**src/rtl/pipeline_stall_controller.sv**
```systemverilog
// pipeline_stall_controller
// Central stall/flush sequencer for the 5-stage pipeline. Merges the ID-stage
// RAW hazard flag, the EXE-stage taken-branch signal and the MEM-stage SRAM
// handshake into per-register freeze/flush controls. A small FSM freezes the
// whole pipe while a multi-cycle memory access is outstanding, with a
// watchdog that forces release after TIMEOUT wait cycles.
//
// Optional feature macro: STALL_STATS_EN
//   When defined, three saturating statistics counters of width PERF_W are
//   added (hazard stall cycles, memory freeze cycles, branch flush cycles).
//   When undefined the counters and their ports do not exist.
//
// All outputs are Mealy (state plus current inputs) and are forced to zero
// during any cycle in which rst is high.

module pipeline_stall_controller #(
    parameter int TIMEOUT = 64
`ifdef STALL_STATS_EN
    ,
    parameter int PERF_W  = 16
`endif
) (
    input  logic        clk,
    input  logic        rst,
    input  logic        hazard,
    input  logic        branch_taken,
    input  logic        mem_req,
    input  logic        mem_ready,
    output logic        mem_start,
    output logic        freeze_if,
    output logic        flush_if,
    output logic        flush_id,
    output logic        freeze_all,
    output logic        mem_error,
    output logic [1:0]  state
`ifdef STALL_STATS_EN
    ,
    output logic [PERF_W-1:0] hazard_stalls,
    output logic [PERF_W-1:0] mem_stall_cycles,
    output logic [PERF_W-1:0] branch_flushes
`endif
);

    // ------------------------------------------------------------------
    // State encoding; 2'd3 is unreachable and simply recovers to RUN.
    // ------------------------------------------------------------------
    typedef enum logic [1:0] {
        ST_RUN      = 2'd0,
        ST_MEM_WAIT = 2'd1,
        ST_RELEASE  = 2'd2,
        ST_ILLEGAL  = 2'd3
    } state_t;

    // The wait counter only has to reach TIMEOUT-1, so clog2 bits suffice.
    localparam int               CNT_W    = $clog2(TIMEOUT);
    localparam logic [CNT_W-1:0] CNT_LAST = CNT_W'(TIMEOUT - 1);

    state_t           state_q;
    state_t           state_d;
    logic [CNT_W-1:0] cnt_q;
    logic [CNT_W-1:0] cnt_d;
    logic             mem_error_q;
    logic             mem_error_d;

    // Hazard/branch resolution, used whenever the pipe is not frozen.
    logic hb_freeze_if;
    logic hb_flush_if;
    logic hb_flush_id;

    // Branch wins over a hazard: the instruction that caused the hazard is
    // on the wrong path and is flushed anyway, so no freeze is needed.
    always_comb begin
        hb_freeze_if = 1'b0;
        hb_flush_if  = 1'b0;
        hb_flush_id  = 1'b0;
        if (branch_taken) begin
            hb_flush_if = 1'b1;
            hb_flush_id = 1'b1;
        end else if (hazard) begin
            hb_freeze_if = 1'b1;
            hb_flush_id  = 1'b1;
        end
    end

    // State, wait counter and sticky error flag registers.
    always_ff @(posedge clk) begin
        if (rst) begin
            state_q     <= ST_RUN;
            cnt_q       <= '0;
            mem_error_q <= 1'b0;
        end else begin
            state_q     <= state_d;
            cnt_q       <= cnt_d;
            mem_error_q <= mem_error_d;
        end
    end

    // Next-state logic and Mealy outputs; everything is held low in reset.
    always_comb begin
        state_d     = state_q;
        cnt_d       = cnt_q;
        mem_error_d = mem_error_q;
        mem_start   = 1'b0;
        freeze_if   = 1'b0;
        flush_if    = 1'b0;
        flush_id    = 1'b0;
        freeze_all  = 1'b0;

        if (!rst) begin
            case (state_q)
                ST_RUN: begin
                    if (mem_req) begin
                        // Launch the access and freeze everything right away
                        // so the load/store stays parked in MEM.
                        mem_start  = 1'b1;
                        freeze_all = 1'b1;
                        state_d    = ST_MEM_WAIT;
                        cnt_d      = '0;
                    end else begin
                        freeze_if = hb_freeze_if;
                        flush_if  = hb_flush_if;
                        flush_id  = hb_flush_id;
                    end
                end

                ST_MEM_WAIT: begin
                    // Hazard/branch inputs are held by the frozen registers
                    // and get acted on once the pipe is released.
                    freeze_all = 1'b1;
                    cnt_d      = cnt_q + 1'b1;
                    if (mem_ready) begin
                        state_d = ST_RELEASE;
                        cnt_d   = '0;
                    end else if (cnt_q == CNT_LAST) begin
                        mem_error_d = 1'b1;
                        state_d     = ST_RELEASE;
                        cnt_d       = '0;
                    end
                end

                ST_RELEASE: begin
                    // The same memory instruction is still in MEM this cycle,
                    // so its mem_req must not restart the access.
                    freeze_if = hb_freeze_if;
                    flush_if  = hb_flush_if;
                    flush_id  = hb_flush_id;
                    state_d   = ST_RUN;
                end

                default: begin
                    state_d = ST_RUN;
                    cnt_d   = '0;
                end
            endcase
        end
    end

    // Debug/status outputs read back zero while reset is asserted.
    assign state     = rst ? 2'd0 : state_q;
    assign mem_error = mem_error_q & ~rst;

`ifdef STALL_STATS_EN
    // ------------------------------------------------------------------
    // Statistics: index 0 = hazard-only freeze_if cycles, 1 = freeze_all
    // cycles, 2 = branch flush cycles. Each counter saturates at all-ones.
    // ------------------------------------------------------------------
    logic [2:0]             stat_event;
    logic [2:0][PERF_W-1:0] stat_val;

    assign stat_event = {flush_if, freeze_all, freeze_if};

    genvar gi;
    generate
        for (gi = 0; gi < 3; gi++) begin : g_stat
            logic [PERF_W-1:0] count_q;

            // Saturating event counter, cleared by reset.
            always_ff @(posedge clk) begin
                if (rst) begin
                    count_q <= '0;
                end else if (stat_event[gi] && (count_q != {PERF_W{1'b1}})) begin
                    count_q <= count_q + 1'b1;
                end
            end

            assign stat_val[gi] = count_q;
        end
    endgenerate

    assign hazard_stalls    = rst ? '0 : stat_val[0];
    assign mem_stall_cycles = rst ? '0 : stat_val[1];
    assign branch_flushes   = rst ? '0 : stat_val[2];
`endif

endmodule

```
**config.mk**
```make
export PLATFORM = sky130hd
export DESIGN_NAME = pipeline_stall_controller
export DESIGN_NICKNAME = d
export VERILOG_FILES = /design/src/rtl/pipeline_stall_controller.sv
export SDC_FILE = /design/constraint.sdc
export NUM_CORES = 1
export LEC_CHECK = 0
export BUFFER_PORTS_ARGS = -buffer_cell sky130_fd_sc_hd__buf_2
export CAP_MARGIN = 0
export CORE_AREA = 2 2 39 41
export CTS_CLUSTER_SIZE = 14
export DETAILED_ROUTE_END_ITERATION = 6
export DIE_AREA = 0 0 41 43
export GPL_ROUTABILITY_DRIVEN = 0
export HOLD_SLACK_MARGIN = 0.03
export PLACE_DENSITY = 0.62
export SYNTH_ARGS = -nofsm -noshare
export SYNTH_HDL_FRONTEND = slang
export SYNTH_SLANG_ARGS = --single-unit
```
**constraint.sdc**
```tcl
create_clock -name clk -period 1.5 [get_ports clk]
set_clock_uncertainty 0.15 [all_clocks]
set_input_delay 0.15 -clock clk [delete_from_list [all_inputs] [get_ports clk]]
set_output_delay 0.15 -clock clk [all_outputs]
set_load 0.01 [all_outputs]
```
==> flow_summary_export.csv <==
group,metric,value,unit
power,powerDensity,786,nW/um^2
final_layout,multi_input_area,320,sq um
die,floorplan.die.width,41,um
timing,maxSlewViolCount,0,
clock_network,number_of_clock_sinks,9,
timing,final.min_clock_period,1.48,ns
final_layout,area_growth_syn_to_layout,37.3,%
global_route,grt_first_pass_wirelength,1720,um
global_route,grt-ovfl-total,0,
route,detailroute.via_count,485,
clock_network,clock_transition_at_path_regs,0.06,ns
power,p_leak,0.000304,uW
clock_network,ctsRootBufferMaster,"sky130_fd_sc_hd__clkbuf_4",
clock_network,worst_skew_pair.late_latency,0.26,ns
logic_synthesis,yosys_register_bits,9,
route,drt-total-wl,1050,um
timing,clock.fmax,0.677,GHz
logic_synthesis,synth_most_common_cell,"sky130_fd_sc_hd__dfxtp_1",
route,detailed_router_iteration_count_before_antenna_repair,2,
placement,port_buffers,13,
global_route,grt_busiest_layer,"met2",
setup_path,worst-setup-path-type,"reg -> out",
global_route,grtUsageTotal,14.7,%
route,wl_per_cell,11.3,um
clock_network,cts_buf_count,3,
timing,timing.final.crit_share,98.4,%
route,vias_per_cell,5.22,
clock_network,cts_tree,"done",
timing,rsz0062_at_grt,"yes",
die,core_area,1380,sq um
logic_synthesis,post-synth-top-area-fraction,36.8,%
final_layout,antenna_cells_inserted,0,
setup_path,crit_arrival,1.18,ns
worst_hold_path,hold_class,"in -> reg",
die,area_enclosed_by_the_die_boundary,1760,sq um
route,postRouteAntennaNets,0,
power,report.power.total,528,uW
timing,hold_violations,0,
global_route,first_global_vias,426,
timing,setup_viol,0,
die,start_util,35.4,%
flow_run,timing.max_cap.violations,0,
logic_synthesis,syn-mean-instance-area,8.74,sq um
final_layout,final_area,672,sq um
logic_synthesis,post_synthesis_instance_area,489,sq um
global_route,grt_max_degree,12,
logic_synthesis,synth_top_cells_by_count,"sky130_fd_sc_hd__dfxtp_1 (9), sky130_fd_sc_hd__nor2_1 (7), sky130_fd_sc_hd__nor2b_1 (4), sky130_fd_sc_hd__nor3_1 (4)",
placement,dp_hpwl,741,um
power,ir_worst_vdd,432,uV
logic_synthesis,synthDominantAreaCellType,"sky130_fd_sc_hd__dfxtp_1",
global_route,gr-usage-met2,20.0,%
outcome,outcome,"complete, no violations",
die,vertical_extent_of_the_die,43,um
route,initialDrtViolationCount,6,
clock_network,cts_max_path_buffers,2,
setup_path,end_kind,"primary output",
global_route,grt_antenna_before_repair,0,
final_layout,fillers,130,
final_layout,layout-drive-gt1-share,41.6,%
timing,relSlewSlack,81.3,%
final_layout,nNetsFinal,85,
timing,measured_slew_at_the_worst_slew_check_pin,0.280,ns
logic_synthesis,yosys_most_used_dff,"sky130_fd_sc_hd__dfxtp_1",
logic_synthesis,synthArstFlopShare,0,%
route,drc_errors,0,
clock_network,cts_max_level,1,
setup_path,r2r_slack,0.03,ns
logic_synthesis,ys_types,30,
logic_synthesis,syn-num-nets,63,
die,rows,14,
logic_synthesis,post_synth_inst_count,56,
global_route,grt_util_met3,3.66,%
global_route,gr-usage-met1,17.8,%
logic_synthesis,yosysSeqAreaShare,36.8,%
setup_path,worst_ep_required_time,1.20,ns
logic_synthesis,netlist_top_cells_area,"sky130_fd_sc_hd__dfxtp_1 (37%), sky130_fd_sc_hd__nor2_1 (5.4%), sky130_fd_sc_hd__nor2b_1 (5.1%), sky130_fd_sc_hd__nor3_1 (4.1%), sky130_fd_sc_hd__xor2_1 (3.6%)",
placement,placement.cell_area,566,sq um
setup_path,path_max_fanout,6,
logic_synthesis,yosys_warnings,0,
die,design.portCount,14,
setup_path,setup.worst_path.start_class,"register",
logic_synthesis,synth-edff-count,0,
final_layout,regArea,188,sq um
==> cell type report <==
class	instances	share of cell area (%)
Clock buffer	4	3.91
Timing Repair Buffer	19	16.9
Inverter	1	0.559
Sequential cell	9	27.9
Tap cell	16	2.98
Multi-Input combinational cell	44	47.7
==> metal layers <==
metal,vias to the layer above,part of all wire (%)
li1,242,-
met1,224,43
met2,15,49
met3,4,5.3
met4,0,3.4
met5,-,0
==> through the flow <==
| stage | setup slack (ns) | setup TNS, ns | hold WS, ns | util [%] | cells |
|---|---|---|---|---|---|
| 2_1_floorplan | 0.187 | 0 | 0.133 | - | 56 |
| 5_1_grt | -0.0271 | -0.0271 | 0.0917 | 48.6 | 93 |
| 4_1_cts | -0.0320 | -0.0320 | 0.0670 | 46.2 | 91 |
| 3_3_place_gp | 0.0663 | 0 | 0.308 | 40.9 | 84 |
| 6_report | 0.0234 | 0 | 0.0675 | 48.6 | 93 |
| 3_5_place_dp | 0.0972 | 0 | 0.291 | 40.9 | 84 |
==> worst paths after layout <==
check,startpoint,endpoint,cells after the start
max,state_q[0],freeze_if,3
min,rst,state_q[1],2
max reg2reg,state_q[1],cnt_q[2],6
min reg2reg,cnt_q[0],cnt_q[0],2
==> worst max-delay path: stages (launching register included) <==
cell	delay [ns]
sky130_fd_sc_hd__dfxtp_4	0.37
sky130_fd_sc_hd__nor3_4	0.24
sky130_fd_sc_hd__and3b_1	0.18
sky130_fd_sc_hd__buf_2	0.12
==> sequential cells by signal, summed over array words and instances (netlist names) <==
signal	count
state_q	2
cnt_q	6
mem_error_q	1
==> power breakdown <==
| part | switching (uW) | internal [uW] | total (uW) |
|---|---|---|---|
| clock | 85.1 | 103 | 188 |
| sequential | 8.38 | 243 | 251 |
| combinational | 44.3 | 44.6 | 88.8 |
| total | 138 | 390 | 528 |
==> cells by family (layout without fill, tap and decap cells) <==
kind of cell,after synthesis,after routing,synth area share (%)
and+or+nand+nor,29,29,35.8
AOI/OAI and AO/OA,12,12,17.1
DFF,9,9,36.8
buffers and inverters,3,24,4.09
adders and majority gates,1,1,2.56
xor gates and xnor gates,2,2,3.58
==> what timing repair did <==
item | CTS | global route
resized for setup | 6 | 5
endpoints found under the hold margin | 1 | 0
hold buffers | 1 | 0
buffers inserted | 2 | 2
cloned | 0 | 0
setup endpoints to repair | 4 | 4
pin swaps | 2 | 2
==> cells in the final DEF (no fill, tap or decap), types with 2 or more instances in the layout <==
| cell type | count |
|---|---|
| sky130_fd_sc_hd__and3_1 | 2 |
| sky130_fd_sc_hd__buf_2 | 13 |
| sky130_fd_sc_hd__buf_4 | 3 |
| sky130_fd_sc_hd__clkbuf_4 | 3 |
| sky130_fd_sc_hd__dfxtp_1 | 7 |
| sky130_fd_sc_hd__dfxtp_4 | 2 |
| sky130_fd_sc_hd__nand2_1 | 2 |
| sky130_fd_sc_hd__nand3_1 | 2 |
| sky130_fd_sc_hd__nor2_1 | 7 |
| sky130_fd_sc_hd__nor2b_1 | 4 |
| sky130_fd_sc_hd__nor3_1 | 3 |
| sky130_fd_sc_hd__o21ai_0 | 2 |
| sky130_fd_sc_hd__xor2_1 | 2 |
(Power assumes the default switching activity.)
